## src/rtl/alu_4_pkg.sv

```systemverilog
// Shared definitions for the alu_4 datapath and its requester arbiter.
// Latency: n/a (package only).
// Backpressure: n/a (package only).
package alu_4_pkg;

    localparam int ALU_IN_W  = 4;
    localparam int ALU_OUT_W = 5;

    localparam logic [1:0] OP_ADD = 2'b00;
    localparam logic [1:0] OP_SUB = 2'b01;
    localparam logic [1:0] OP_AND = 2'b10;
    localparam logic [1:0] OP_OR  = 2'b11;

    typedef enum logic [1:0] {
        ST_IDLE = 2'd0,
        ST_EXEC = 2'd1,
        ST_RESP = 2'd2
    } state_t;

    // One latched ALU operation: operands plus the opcode, carried opaquely.
    typedef struct packed {
        logic [ALU_IN_W-1:0] a;
        logic [ALU_IN_W-1:0] b;
        logic [1:0]          opcode;
    } alu_op_t;

endpackage

```

## src/rtl/alu_4.sv

```systemverilog
// 4-bit ALU: add, subtract, and, or; carry/borrow lands in result[4].
// Latency: combinational.
// Backpressure: none.
// Ports: a, b operands; opcode selects the operation; result is 5 bits.
module alu_4
    import alu_4_pkg::*;
(
    input  logic [ALU_IN_W-1:0]  a,
    input  logic [ALU_IN_W-1:0]  b,
    input  logic [1:0]           opcode,
    output logic [ALU_OUT_W-1:0] result
);

    always_comb begin
        result = '0;
        case (opcode)
            OP_ADD: result = {1'b0, a} + {1'b0, b};
            // Wraps modulo 32, so a < b leaves the borrow set in bit 4.
            OP_SUB: result = {1'b0, a} - {1'b0, b};
            OP_AND: result = {1'b0, a & b};
            OP_OR:  result = {1'b0, a | b};
        endcase
    end

endmodule

```

## src/rtl/alu_4_arbiter_rr_pick.sv

```systemverilog
// Round-robin winner search over N_REQ request lines.
// Latency: combinational.
// Backpressure: none; the caller decides when the pick is consumed.
// Ports: req request vector; last_grant previous winner; grant one-hot winner
//        (zero when no request); idx binary index of the winner.
module rr_pick #(
    parameter int N_REQ = 2,
    parameter int IDX_W = 1
) (
    input  logic [N_REQ-1:0] req,
    input  logic [IDX_W-1:0] last_grant,
    output logic [N_REQ-1:0] grant,
    output logic [IDX_W-1:0] idx
);

    logic             found;
    logic [IDX_W-1:0] pos;

    // Scan starts one past the previous winner, so the previous winner is
    // considered last.
    always_comb begin
        grant = '0;
        idx   = '0;
        found = 1'b0;
        pos   = '0;
        for (int k = 1; k <= N_REQ; k++) begin
            pos = IDX_W'((int'(last_grant) + k) % N_REQ);
            if (!found && req[pos]) begin
                found      = 1'b1;
                grant[pos] = 1'b1;
                idx        = pos;
            end
        end
    end

endmodule

```

## src/rtl/alu_4_arbiter.sv

```systemverilog
// Shares one alu_4 among N_REQ requesters, round-robin, one op in flight.
// Latency: result valid two cycles after the accept cycle (3-cycle minimum occupancy).
// Backpressure: a held result stalls the whole arbiter; no request buffering.
// Ports: clk, rst (async, active high); req_valid/req_ready/req_a/req_b/req_opcode
//        per-requester request channel; rsp_valid/rsp_ready per-requester response
//        handshake; rsp_data shared registered result; busy high outside IDLE.
// Build option ALU_4_ARBITER_STATS_EN adds stats_clr and grant_count (8-bit
// saturating accept counters per requester).
module alu_4_arbiter
    import alu_4_pkg::*;
#(
    parameter int N_REQ = 2
) (
    input  logic                      clk,
    input  logic                      rst,
    input  logic [N_REQ-1:0]          req_valid,
    output logic [N_REQ-1:0]          req_ready,
    input  logic [ALU_IN_W*N_REQ-1:0] req_a,
    input  logic [ALU_IN_W*N_REQ-1:0] req_b,
    input  logic [2*N_REQ-1:0]        req_opcode,
    output logic [N_REQ-1:0]          rsp_valid,
    input  logic [N_REQ-1:0]          rsp_ready,
    output logic [ALU_OUT_W-1:0]      rsp_data,
`ifdef ALU_4_ARBITER_STATS_EN
    input  logic                      stats_clr,
    output logic [8*N_REQ-1:0]        grant_count,
`endif
    output logic                      busy
);

    localparam int IDX_W = $clog2(N_REQ);

    state_t                state;
    state_t                state_nxt;
    alu_op_t               op_q;
    alu_op_t               sel_op;
    logic [IDX_W-1:0]      grant_q;
    logic [IDX_W-1:0]      last_grant_q;
    logic [IDX_W-1:0]      pick_idx;
    logic [N_REQ-1:0]      pick_oh;
    logic [ALU_OUT_W-1:0]  alu_result;
    logic                  accept;

    rr_pick #(
        .N_REQ (N_REQ),
        .IDX_W (IDX_W)
    ) u_pick (
        .req        (req_valid),
        .last_grant (last_grant_q),
        .grant      (pick_oh),
        .idx        (pick_idx)
    );

    alu_4 u_alu (
        .a      (op_q.a),
        .b      (op_q.b),
        .opcode (op_q.opcode),
        .result (alu_result)
    );

    assign accept = (state == ST_IDLE) && (|req_valid);

    // Operand mux for the current winner.
    always_comb begin
        sel_op = '0;
        for (int i = 0; i < N_REQ; i++) begin
            if (pick_oh[i]) begin
                sel_op.a      = req_a[i*ALU_IN_W +: ALU_IN_W];
                sel_op.b      = req_b[i*ALU_IN_W +: ALU_IN_W];
                sel_op.opcode = req_opcode[i*2 +: 2];
            end
        end
    end

    always_ff @(posedge clk or posedge rst) begin
        if (rst) begin
            state <= ST_IDLE;
        end else begin
            state <= state_nxt;
        end
    end

    always_comb begin
        state_nxt = state;
        case (state)
            ST_IDLE: if (|req_valid) state_nxt = ST_EXEC;
            ST_EXEC: state_nxt = ST_RESP;
            ST_RESP: if (rsp_ready[grant_q]) state_nxt = ST_IDLE;
            default: state_nxt = ST_IDLE;
        endcase
    end

    always_comb begin
        req_ready = '0;
        rsp_valid = '0;
        case (state)
            ST_IDLE: req_ready = pick_oh;
            ST_RESP: rsp_valid[grant_q] = 1'b1;
            default: ;
        endcase
    end

    assign busy = (state != ST_IDLE);

    // last_grant resets to the top index so requester 0 wins the first search.
    always_ff @(posedge clk or posedge rst) begin
        if (rst) begin
            op_q         <= '0;
            grant_q      <= '0;
            last_grant_q <= IDX_W'(N_REQ - 1);
            rsp_data     <= '0;
        end else begin
            if (accept) begin
                op_q    <= sel_op;
                grant_q <= pick_idx;
            end
            if (state == ST_EXEC) begin
                rsp_data <= alu_result;
            end
            // Rotation advances only once the result is handed off.
            if ((state == ST_RESP) && rsp_ready[grant_q]) begin
                last_grant_q <= grant_q;
            end
        end
    end

`ifdef ALU_4_ARBITER_STATS_EN
    // Clear wins over a same-cycle increment; counters stick at 255.
    always_ff @(posedge clk or posedge rst) begin
        if (rst) begin
            grant_count <= '0;
        end else if (stats_clr) begin
            grant_count <= '0;
        end else if (accept) begin
            for (int i = 0; i < N_REQ; i++) begin
                if (pick_oh[i] && (grant_count[8*i +: 8] != 8'hff)) begin
                    grant_count[8*i +: 8] <= grant_count[8*i +: 8] + 8'd1;
                end
            end
        end
    end
`endif

endmodule
```

## config.mk

```make
export PLATFORM = sky130hd
export DESIGN_NAME = alu_4_arbiter
export DESIGN_NICKNAME = d
export VERILOG_FILES = /design/src/rtl/alu_4_pkg.sv /design/src/rtl/alu_4.sv /design/src/rtl/alu_4_arbiter_rr_pick.sv /design/src/rtl/alu_4_arbiter.sv
export SDC_FILE = /design/constraint.sdc
export NUM_CORES = 1
export LEC_CHECK = 0
export CAP_MARGIN = 5
export CORE_AREA = 4 4 56 58
export DETAILED_ROUTE_END_ITERATION = 8
export DIE_AREA = 0 0 60 62
export PLACE_DENSITY = 0.81
export SLEW_MARGIN = 20
export SYNTH_ARGS = -nofsm -noshare
export SYNTH_HDL_FRONTEND = slang
export SYNTH_SLANG_ARGS = --single-unit
```

## constraint.sdc

```tcl
create_clock -name clk -period 3.4 [get_ports clk]
set_clock_uncertainty 0.15 [all_clocks]
set_input_delay 0.68 -clock clk [delete_from_list [all_inputs] [get_ports clk]]
set_output_delay 0.68 -clock clk [all_outputs]
set_load 0.005 [all_outputs]
```

==> impl_metrics.sql, run 1 <==
INSERT INTO impl_metrics (metric_group, metric, value, unit) VALUES
('outcome', 'outcome', 'complete, no violations', ''),
('global_route', 'antenna_violations_before_repair', '0', ''),
('logic_synthesis', 'post_synth_fa_ha_maj_area_fraction', '10.2', '%'),
('logic_synthesis', 'synth_compound_area_share', '18.2', '%'),
('sta', 'holdWs', '335', 'ps'),
('place', 'detailed_place.area', '0.00161', 'mm^2'),
('layout', 'multi_input_comb_area', '704', 'um^2'),
('place', 'place.gp.congestion', '0.819', ''),
('worst_setup_path', 'setup.reg_to_reg.worst_slack', '1200', 'ps'),
('layout', 'diodes', '0', ''),
('logic_synthesis', 'syn-num-nets', '152', ''),
('sta', 'maxSlewHeadroom', '52.3', '%'),
('clock_tree', 'cts.sink_count', '19', ''),
('routing', 'drtIter0Drc', '25', ''),
('clock_tree', 'post_cts_resize_count', '0', ''),
('logic_synthesis', 'postSynthCellCount', '118', ''),
('floorplan', 'core_area', '0.00266', 'mm^2'),
('routing', 'antenna_violating_nets_post_route', '0', ''),
('worst_setup_path', 'cp.arrival', '2120', 'ps'),
('clock_tree', 'postCtsSetupBuffers', '0', ''),
('layout', 'nNetsFinal', '187', ''),
('layout', 'area_growth', '30.8', '%'),
('floorplan', 'fp-row-count', '19', ''),
('global_route', 'global_route_wire_length_before_repair', '4.30', 'mm'),
('clock_tree', 'numCtsBuffers', '3', ''),
('sta', 'timing.final.crit_share', '86.7', '%'),
('floorplan', 'floorplan.initialDensity', '47.0', '%'),
('job', 'maxCapViolations', '0', ''),
('clock_tree', 'clock_tree.root_cell', 'sky130_fd_sc_hd__clkbuf_4', ''),
('routing', 'drt-wirelength-per-cell', '14.9', 'um'),
('clock_tree', 'cts_hold_buffers', '0', ''),
('layout', 'final_design_area_no_fill', '0.00164', 'mm^2'),
('layout', 'layout_commonest_cell', 'sky130_fd_sc_hd__clkdlybuf4s50_1', ''),
('worst_setup_path', 'cp-start-kind', 'input pin', ''),
('floorplan', 'chipHeight', '62', 'um'),
('clock_tree', 'cts_max_level', '1', ''),
('clock_tree', 'tritoncts_clock_tree', 'done', ''),
('routing', 'drc', '0', ''),
('power_and_ir_drop', 'power-per-cell-area', '858', 'mW/mm^2'),
('sta', 'unrepaired_setup_endpoints_after_global_routing', 'no', ''),
('worst_setup_path', 'worst-r2r-cell-count', '6', ''),
('logic_synthesis', 'synth.cell_area', '0.00125', 'mm^2'),
('logic_synthesis', 'postSynth.asyncResetShare', '100', '%'),
('global_route', 'grt_pass1_vias', '984', ''),
('global_route', 'grtUsageTotal', '15.7', '%'),
('worst_setup_path', 'endpoint_kind', 'primary output', ''),
('worst_setup_path', 'cp_max_fo', '11', ''),
('floorplan', 'top_level_ports', '36', ''),
('global_route', 'maximum_number_of_pins_on_one_net_before_global_route_repair', '20', ''),
('logic_synthesis', 'synthMuxAreaShare', '11.2', '%'),
('floorplan', 'design.die.area', '0.00372', 'mm^2'),
('layout', 'post_route_cells_drive_above_1_share', '9.21', '%'),
('sta', 'timing_worst_slew_pin_value', '715', 'ps'),
('layout', 'ff_latch_area', '477', 'um^2'),
('place', 'port_buffers', '35', ''),
('logic_synthesis', 'main_combinational_cell_family_by_area_after_synthesis', 'compound AO/OA/AOI/OAI gates', ''),
('sta', 'setup-violations-final', '0', ''),
('logic_synthesis', 'synth.distinct_cells', '40', ''),
('min_path', 'worstHoldPathCells', '2', ''),
('sta', 'final_hold_viol_count', '0', ''),
('clock_tree', 'buffers_from_clock_root_to_sink_at_most', '2', ''),
('logic_synthesis', 'simple_gate_share_of_the_synthesized_area', '14.6', '%'),
('clock_tree', 'worst_skew_pair.late_latency', '310', 'ps'),
('layout', 'layout.cells.most_common_list', '35 x sky130_fd_sc_hd__clkdlybuf4s50_1, 18 x sky130_fd_sc_hd__dfrtp_1, 8 x sky130_fd_sc_hd__mux2_2', ''),
('clock_tree', 'clk_pin_slew', '110', 'ps'),
('routing', 'drt-vias-per-instance', '5.67', ''),
('logic_synthesis', 'yosys_register_bits', '19', ''),
('sta', 'totalNegativeSetupSlack', '0', 'ps'),
('sta', 'period_needed', '2950', 'ps'),
('logic_synthesis', 'number_of_enable_type_register_cells_in_the_synthesized_netlist', '0', ''),
('logic_synthesis', 'synthesis.yosys.warnings', '0', '');
==> worst max-delay path: stages <==
cell and delay (ps):
sky130_fd_sc_hd__clkdlybuf4s50_1 440, sky130_fd_sc_hd__nand2b_1 300, sky130_fd_sc_hd__and3_1 210, sky130_fd_sc_hd__clkdlybuf4s50_1 490
==> metal layers <==
layer  part of all wire (%)  GRT usage, %  wire length [um]  up-vias
met1                     43          18.1              1170      493
met3                    4.6          1.86               125        5
li1                       -             -                 -      511
met2                     50          28.9              1360       28
met4                    2.2          7.59                61        0
met5                      0             0                 0        -
==> power breakdown <==
| group | switching [mW] | leakage (nW) | internal (mW) |
|---|---|---|---|
| clock network | 0.0736 | 0.0150 | 0.0458 |
| logic | 0.374 | 0.431 | 0.444 |
| registers | 0.132 | 0.236 | 0.335 |
==> state kept, by name (all words and copies together), names as in the netlist <==
register,count
op_q,10
state,2
last_grant_q,1
rsp_data,5
grant_q,1
==> synthesized netlist by cell type, types with 3 or more instances <==
master                     count  area (um^2)
sky130_fd_sc_hd__dfrtp_1      18          450
sky130_fd_sc_hd__a21oi_1       3         15.0
sky130_fd_sc_hd__buf_2         3         15.0
sky130_fd_sc_hd__a32oi_1       5         43.8
sky130_fd_sc_hd__a32o_1        7         70.1
sky130_fd_sc_hd__mux2_2        8         90.1
sky130_fd_sc_hd__nand2b_1      4         25.0
sky130_fd_sc_hd__nand2_1       3         11.3
sky130_fd_sc_hd__mux2i_1       5         50.1
sky130_fd_sc_hd__inv_1         7         26.3
sky130_fd_sc_hd__nand3_1       3         15.0
sky130_fd_sc_hd__nor2_1        7         26.3
sky130_fd_sc_hd__ha_1          7         87.6
sky130_fd_sc_hd__o21ai_0       3         15.0
==> worst paths after layout <==
kind,start,to
max,req_valid[1],req_ready[0]
min,rsp_data[2],rsp_data[2]
max reg2reg,op_q[1],rsp_data[1]
min reg2reg,rsp_data[2],rsp_data[2]
max in group asynchronous,rst,op_q[7]
min in group asynchronous,rst,state[1]
==> final cells by class <==
class / count / share of cell area [%]
clock buffer: 4 / 1.60
inverter: 7 / 1.60
multi-input combinational: 85 / 43.0
sequential: 19 / 29.1
tap: 31 / 2.37
timing repair buffer: 37 / 22.3
==> stage by stage <==
stage,setup slack [ps],total power [mW],utilization (%),std cells
detailed placement,454,1.29,60.5,179
floorplan,1360,1.06,-,118
global route,356,1.54,61.5,183
finish,452,1.40,61.5,183
global placement,472,1.26,60.5,179
CTS,449,1.42,61.5,183
==> cell families (layout without fill, tap and decap cells) <==
kind of cell | after synthesis | count (layout)
buf+inv | 14 | 48
compound gates | 28 | 28
fa+ha+maj | 10 | 10
flops | 19 | 19
xor+xnor | 3 | 3
simple gates | 31 | 31
mux | 13 | 13
No activity file was read; power rests on OpenSTA's default activity.
==> run 2, diff against run 1 <==
--- a/config.mk
+++ b/config.mk
@@ -10,6 +10,7 @@
 export DETAILED_ROUTE_END_ITERATION = 8
 export DIE_AREA = 0 0 60 62
 export PLACE_DENSITY = 0.81
+export RECOVER_POWER = 100
 export SLEW_MARGIN = 20
 export SYNTH_ARGS = -nofsm -noshare
 export SYNTH_HDL_FRONTEND = slang
==> run 2 against run 1 <==
  * Combinational power decreased by 2%
  * Final cell count unchanged
  * Fmax decreased by 3.4%
  * Global-route usage unchanged
  * Via count increased by 0.29%
  * Count of clock-buffer cells in the layout unchanged
  * Total power decreased by 1.4%
  * First-iteration DRC count decreased by 16%
  * Largest cell class unchanged
  * Largest power group unchanged
==> impl_metrics.sql, run 2 (synthesis gave the netlist of run 1 again) <==
INSERT INTO impl_metrics (metric_group, metric, value, unit) VALUES
('layout', 'area_growth', '30.8', '%'),
('layout', 'final_design_area_no_fill', '0.00164', 'mm^2'),
('sta', 'period_needed', '3050', 'ps'),
('worst_setup_path', 'path_depth', '4', ''),
('worst_setup_path', 'cp_max_fo', '11', ''),
('place', 'dp.final_hpwl', '2.14', 'mm'),
('global_route', 'antenna_violations_before_repair', '0', ''),
('sta', 'timing.final.max_slew_violations', '0', ''),
('global_route', 'grt_pass1_vias', '984', ''),
('global_route', 'maximum_number_of_pins_on_one_net_before_global_route_repair', '20', ''),
('floorplan', 'fp-row-count', '19', ''),
('clock_tree', 'cts_max_level', '1', ''),
('sta', 'unrepaired_setup_endpoints_after_global_routing', 'no', ''),
('job', 'maxCapViolations', '0', ''),
('worst_setup_path', 'critical-path-slowest-cell', 'sky130_fd_sc_hd__dlygate4sd3_1', ''),
('clock_tree', 'tritoncts_clock_tree', 'done', ''),
('clock_tree', 'numCtsBuffers', '3', ''),
('outcome', 'outcome', 'complete, no violations', ''),
('layout', 'diodes', '0', ''),
('worst_setup_path', 'r2r-end', 'rsp_data[1]', ''),
('worst_setup_path', 'worst_path_bufs_invs', '2', ''),
('sta', 'maxSlewHeadroom', '52.2', '%'),
('layout', 'layout.cells.most_common_list', '23 x sky130_fd_sc_hd__clkdlybuf4s50_1, 18 x sky130_fd_sc_hd__dfrtp_1, 12 x sky130_fd_sc_hd__dlygate4sd3_1', ''),
('clock_tree', 'post_cts_resize_count', '0', ''),
('clock_tree', 'cts.sink_count', '19', ''),
('worst_setup_path', 'cp_cell_sequence', 'clkdlybuf4s50_1 > nand2b_1 > and3_1 > dlygate4sd3_1', ''),
('min_path', 'worst_hold_path_type', 'reg2reg', ''),
('routing', 'drt-vias-per-instance', '5.68', ''),
('clock_tree', 'cts_hold_buffers', '0', ''),
('worst_setup_path', 'timing_worst_setup_path_type', 'in2out', ''),
('routing', 'drt-wirelength-per-cell', '14.9', 'um'),
('place', 'port_buffers', '35', ''),
('routing', 'drc', '0', ''),
('clock_tree', 'clk_pin_slew', '110', 'ps'),
('min_path', 'worstHoldPathCells', '2', ''),
('sta', 'setup-violations-final', '0', ''),
('clock_tree', 'buffers_from_clock_root_to_sink_at_most', '2', ''),
('power_and_ir_drop', 'static-leakage-power', '0.698', 'nW'),
('worst_setup_path', 'cp_slowest_stage_delay', '570', 'ps'),
('min_path', 'worstHoldEndpoint', 'rsp_data[2]', ''),
('place', 'detailed_place.area', '0.00161', 'mm^2'),
('worst_setup_path', 'setup.reg_to_reg.worst_slack', '1190', 'ps'),
('clock_tree', 'postCtsSetupBuffers', '0', ''),
('sta', 'timing_worst_slew_pin_value', '716', 'ps'),
('worst_setup_path', 'timing.critical_path.max_delay_family', 'buffers and inverters', ''),
('floorplan', 'design.die.area', '0.00372', 'mm^2'),
('routing', 'route.vias.total', '1040', ''),
('floorplan', 'core_area', '0.00266', 'mm^2'),
('worst_setup_path', 'endpoint_kind', 'primary output', ''),
('layout', 'post_route_cells_drive_above_1_share', '9.21', '%'),
('routing', 'drt_pass1_iterations', '4', ''),
('floorplan', 'top_level_ports', '36', ''),
('sta', 'final_hold_viol_count', '0', ''),
('routing', 'antenna_violating_nets_post_route', '0', ''),
('sta', 'max_clock_freq', '328', 'MHz'),
('place', 'place.gp.congestion', '0.819', ''),
('worst_setup_path', 'worst-r2r-cell-count', '6', ''),
('global_route', 'globalRouteOverflowTotal', '0', ''),
('layout', 'nNetsFinal', '187', ''),
('place', 'pre_cts_slack', '454', 'ps'),
('worst_setup_path', 'cp-start-kind', 'input pin', ''),
('worst_setup_path', 'cp.arrival', '2220', 'ps'),
('worst_setup_path', 'rr_startpoint', 'op_q[1]', ''),
('min_path', 'source_of_the_worst_hold_timing_path', 'rsp_data[2]', ''),
('floorplan', 'die_w', '60', 'um'),
('layout', 'layout_commonest_cell', 'sky130_fd_sc_hd__clkdlybuf4s50_1', ''),
('layout', 'largest_register', 'op_q', ''),
('worst_setup_path', 'cp.required', '2570', 'ps'),
('global_route', 'global_route_wire_length_before_repair', '4.30', 'mm'),
('sta', 'final.setup.worst_slack', '349', 'ps'),
('clock_tree', 'worst_skew_pair.late_latency', '310', 'ps'),
('sta', 'timing.final.crit_share', '89.7', '%'),
('layout', 'largest_reg_flops', '10', ''),
('power_and_ir_drop', 'power-per-cell-area', '846', 'mW/mm^2'),
('floorplan', 'chipHeight', '62', 'um'),
('sta', 'totalNegativeSetupSlack', '0', 'ps'),
('floorplan', 'floorplan.initialDensity', '47.0', '%'),
('clock_tree', 'clock_tree.root_cell', 'sky130_fd_sc_hd__clkbuf_4', ''),
('routing', 'routed_wirelength', '2.73', 'mm'),
('layout', 'filler_cell_count', '241', ''),
('power_and_ir_drop', 'max-vdd-ir-drop', '457', 'uV'),
('layout', 'top_regs', 'op_q: 10 flops, rsp_data: 5 flops, state: 2 flops', ''),
('global_route', 'grtUsageTotal', '15.7', '%'),
('routing', 'drtIter0Drc', '21', '');
-- run 2: cell count changes in the layout (fill, tap and decap cells not counted) --
cell	before	now
sky130_fd_sc_hd__clkdlybuf4s50_1	35	23
sky130_fd_sc_hd__a21boi_0	0	1
sky130_fd_sc_hd__a21boi_1	1	0
sky130_fd_sc_hd__dlygate4sd3_1	0	12
-- run 2: power breakdown --
| group | leakage [nW] | switching [mW] | total [mW] | internal, mW |
|---|---|---|---|---|
| registers | 0.236 | 0.131 | 0.466 | 0.335 |
| logic | 0.447 | 0.374 | 0.800 | 0.426 |
| clock network | 0.0150 | 0.0736 | 0.119 | 0.0458 |
| total | 0.698 | 0.578 | 1.39 | 0.807 |
-- run 2: per-layer routing --
| layer | vias to the layer above | wire [um] | GRT usage [%] |
|---|---|---|---|
| met2 | 28 | 1370 | 28.9 |
| met3 | 5 | 122 | 1.86 |
| met4 | 0 | 61 | 7.59 |
| li1 | 511 | - | - |
| met5 | - | 0 | 0 |
| met1 | 496 | 1180 | 18.1 |
-- run 2: layout make-up --
class	count	area, um^2	area share, %
inverter	7	26.3	1.60
sequential	19	477	29.1
multi-input combinational	85	704	43.0
tap	31	38.8	2.37
timing repair buffer	37	365	22.3
clock buffer	4	26.3	1.60
-- run 2: stage by stage --
stage,hold slack (ps),util [%],power (mW),instances
4_1_cts,345,61.5,1.42,183
2_1_floorplan,323,-,1.06,118
3_5_place_dp,319,60.5,1.29,179
5_1_grt,352,61.5,1.52,183
3_3_place_gp,310,60.5,1.26,179
6_report,329,61.5,1.39,183
-- run 2: worst register-to-register path, delay by kind of cell (launching register included) --
family	cells	cell delay (ps)
multiplexers	1	330
flip-flops	1	550
adder cells (fa/ha/maj)	1	460
AND/OR/NAND/NOR	2	370
AO/OA/AOI/OAI	2	240
-- run 2: worst max path at each step --
stage | startpoint | slack [ps] | to
floorplan | op_q[1] | 1360 | rsp_data[3]
global placement | req_valid[1] | 470 | req_ready[0]
detailed placement | req_valid[1] | 450 | req_ready[0]
CTS | req_valid[1] | 450 | req_ready[0]
global route | req_valid[1] | 260 | req_ready[0]
finish | req_valid[1] | 350 | req_ready[0]
==> run 3, diff against run 2 <==
--- a/config.mk
+++ b/config.mk
@@ -5,10 +5,11 @@
 export SDC_FILE = /design/constraint.sdc
 export NUM_CORES = 1
 export LEC_CHECK = 0
-export CAP_MARGIN = 5
+export CAP_MARGIN = 20
 export CORE_AREA = 4 4 56 58
 export DETAILED_ROUTE_END_ITERATION = 8
 export DIE_AREA = 0 0 60 62
+export GPL_TIMING_DRIVEN = 0
 export PLACE_DENSITY = 0.81
 export RECOVER_POWER = 100
 export SLEW_MARGIN = 20
==> run 3 against run 2 <==
  * Count of clock-buffer cells in the layout unchanged
  * Final cell count rose by 2.7%
  * Via count rose by 3.6%
  * Sequential power decreased by 5.6%
==> impl_metrics.sql, run 3 (synthesis gave the netlist of run 1 again) <==
INSERT INTO impl_metrics (metric_group, metric, value, unit) VALUES
('outcome', 'outcome', 'complete, no violations', ''),
('clock_tree', 'clk_pin_slew', '110', 'ps'),
('sta', 'maxSlewHeadroom', '52.1', '%'),
('layout', 'nNetsFinal', '192', ''),
('power_and_ir_drop', 'static-leakage-power', '0.705', 'nW'),
('routing', 'antenna_violating_nets_post_route', '0', ''),
('global_route', 'global_route_wire_length_before_repair', '4.64', 'mm'),
('power_and_ir_drop', 'design_power_total', '1.42', 'mW'),
('floorplan', 'core_area', '0.00266', 'mm^2'),
('min_path', 'worstHoldPathCells', '1', ''),
('routing', 'drt-vias-per-instance', '5.73', ''),
('worst_setup_path', 'worst-r2r-cell-count', '8', ''),
('sta', 'period_needed', '3190', 'ps'),
('clock_tree', 'tritoncts_clock_tree', 'done', ''),
('floorplan', 'chipHeight', '62', 'um'),
('layout', 'layout_commonest_cell', 'sky130_fd_sc_hd__clkdlybuf4s50_1', ''),
('routing', 'drtIter0Drc', '17', ''),
('power_and_ir_drop', 'max-vdd-ir-drop', '438', 'uV'),
('routing', 'route.vias.total', '1077', ''),
('clock_tree', 'cts.sink_count', '19', ''),
('worst_setup_path', 'cp-startpoint', 'req_valid[0]', ''),
('layout', 'final_core_util', '62.3', '%'),
('clock_tree', 'cts_hold_buffers', '0', ''),
('sta', 'setup-violations-final', '0', ''),
('floorplan', 'design.die.area', '0.00372', 'mm^2'),
('routing', 'drt_pass1_iterations', '4', ''),
('clock_tree', 'postCtsSetupBuffers', '0', ''),
('sta', 'unrepaired_setup_endpoints_after_global_routing', 'no', ''),
('worst_setup_path', 'cp.arrival', '2360', 'ps'),
('clock_tree', 'clock_tree.root_cell', 'sky130_fd_sc_hd__clkbuf_4', ''),
('clock_tree', 'buffers_from_clock_root_to_sink_at_most', '2', ''),
('layout', 'post_route_cells_drive_above_1_share', '9.55', '%'),
('floorplan', 'fp-row-count', '19', ''),
('floorplan', 'die_w', '60', 'um'),
('global_route', 'antenna_violations_before_repair', '0', ''),
('layout', 'largest_reg_flops', '10', ''),
('place', 'dp.final_hpwl', '2.24', 'mm'),
('global_route', 'globalRouteOverflowTotal', '0', ''),
('sta', 'totalNegativeSetupSlack', '0', 'ps'),
('routing', 'drt-wirelength-per-cell', '14.8', 'um'),
('worst_setup_path', 'endpoint_kind', 'primary output', ''),
('layout', 'layout.cells.most_common_list', '23 x sky130_fd_sc_hd__clkdlybuf4s50_1, 18 x sky130_fd_sc_hd__dfrtp_1, 12 x sky130_fd_sc_hd__dlygate4sd3_1', ''),
('power_and_ir_drop', 'power-per-cell-area', '856', 'mW/mm^2'),
('worst_setup_path', 'timing_worst_setup_path_type', 'in2out', ''),
('job', 'maxCapViolations', '0', ''),
('worst_setup_path', 'cp.required', '2570', 'ps'),
('place', 'place.gp.congestion', '0.846', ''),
('sta', 'holdWs', '336', 'ps'),
('place', 'placedCellCount', '184', ''),
('min_path', 'worst_hold_path_type', 'reg2reg', ''),
('sta', 'final_hold_viol_count', '0', ''),
('floorplan', 'floorplan.initialDensity', '47.0', '%'),
('place', 'port_buffers', '35', ''),
('clock_tree', 'cts_max_level', '1', ''),
('min_path', 'source_of_the_worst_hold_timing_path', 'rsp_data[0]', ''),
('routing', 'drc', '0', ''),
('worst_setup_path', 'cp-start-kind', 'input pin', ''),
('sta', 'max_clock_freq', '314', 'MHz'),
('global_route', 'maximum_number_of_pins_on_one_net_before_global_route_repair', '20', ''),
('layout', 'top_regs', 'op_q: 10 flops, rsp_data: 5 flops, state: 2 flops', ''),
('global_route', 'grt_pass1_vias', '1060', ''),
('worst_setup_path', 'rr_startpoint', 'op_q[1]', ''),
('layout', 'largest_register', 'op_q', ''),
('clock_tree', 'worst_skew_pair.late_latency', '300', 'ps'),
('sta', 'timing.final.max_slew_violations', '0', ''),
('sta', 'timing_worst_slew_pin_value', '717', 'ps'),
('clock_tree', 'numCtsBuffers', '3', ''),
('layout', 'diodes', '0', ''),
('layout', 'area_growth', '32.5', '%'),
('worst_setup_path', 'cp_max_fo', '10', ''),
('routing', 'routed_wirelength', '2.79', 'mm'),
('clock_tree', 'post_cts_resize_count', '0', ''),
('floorplan', 'top_level_ports', '36', ''),
('sta', 'timing.final.crit_share', '93.7', '%'),
('layout', 'finish.cell_count_without_fillers', '188', ''),
('global_route', 'grtUsageTotal', '16.9', '%');
-- run 3: changes by cell type in the layout (fill, tap and decap cells not counted), sizes merged --
cell | before | now
buf | 2 | 3
clkbuf | 4 | 8
-- run 3: worst max-delay path: stages --
cell                              delay, ps
sky130_fd_sc_hd__dlygate4sd3_1          590
sky130_fd_sc_hd__a21boi_1               190
sky130_fd_sc_hd__buf_2                  240
sky130_fd_sc_hd__and2_1                 160
sky130_fd_sc_hd__clkdlybuf4s50_1        500
-- run 3: through the flow --
stage | setup WS (ps) | cell area (um^2)
floorplan | 1360 | 1250
global placement | 319 | 1640
detailed placement | 277 | 1640
CTS | 278 | 1670
global route | 89.7 | 1660
finish | 215 | 1660
-- run 3: worst paths after layout --
kind	to	slack (ps)
max	req_ready[1]	210
min	rsp_data[0]	340
max reg2reg	rsp_data[3]	1070
min reg2reg	rsp_data[0]	340
max in group asynchronous	op_q[9]	1880
min in group asynchronous	rsp_data[2]	770
-- run 3: final cells by class --
class | instances | area (um^2)
flip-flops and latches | 19 | 477
fillers | 241 | 1000
multi-input cells | 85 | 704
clock buffers | 4 | 26.3
plain buffers | 7 | 36.3
well taps | 31 | 38.8
inverters | 7 | 26.3
repair buffers | 35 | 350
-- run 3: report_power, final --
group	switching (mW)	total (mW)	internal [mW]
logic	0.416	0.864	0.448
registers	0.104	0.440	0.336
clock network	0.0702	0.116	0.0457
-- run 3: metal layers --
| layer | track usage (%) | wire length, um | vias to the layer above |
|---|---|---|---|
| met5 | 0 | 0 | - |
| met4 | 8.54 | 55 | 0 |
| met3 | 2.48 | 117 | 6 |
| met2 | 30.4 | 1450 | 27 |
| met1 | 19.4 | 1160 | 519 |
| li1 | - | - | 525 |
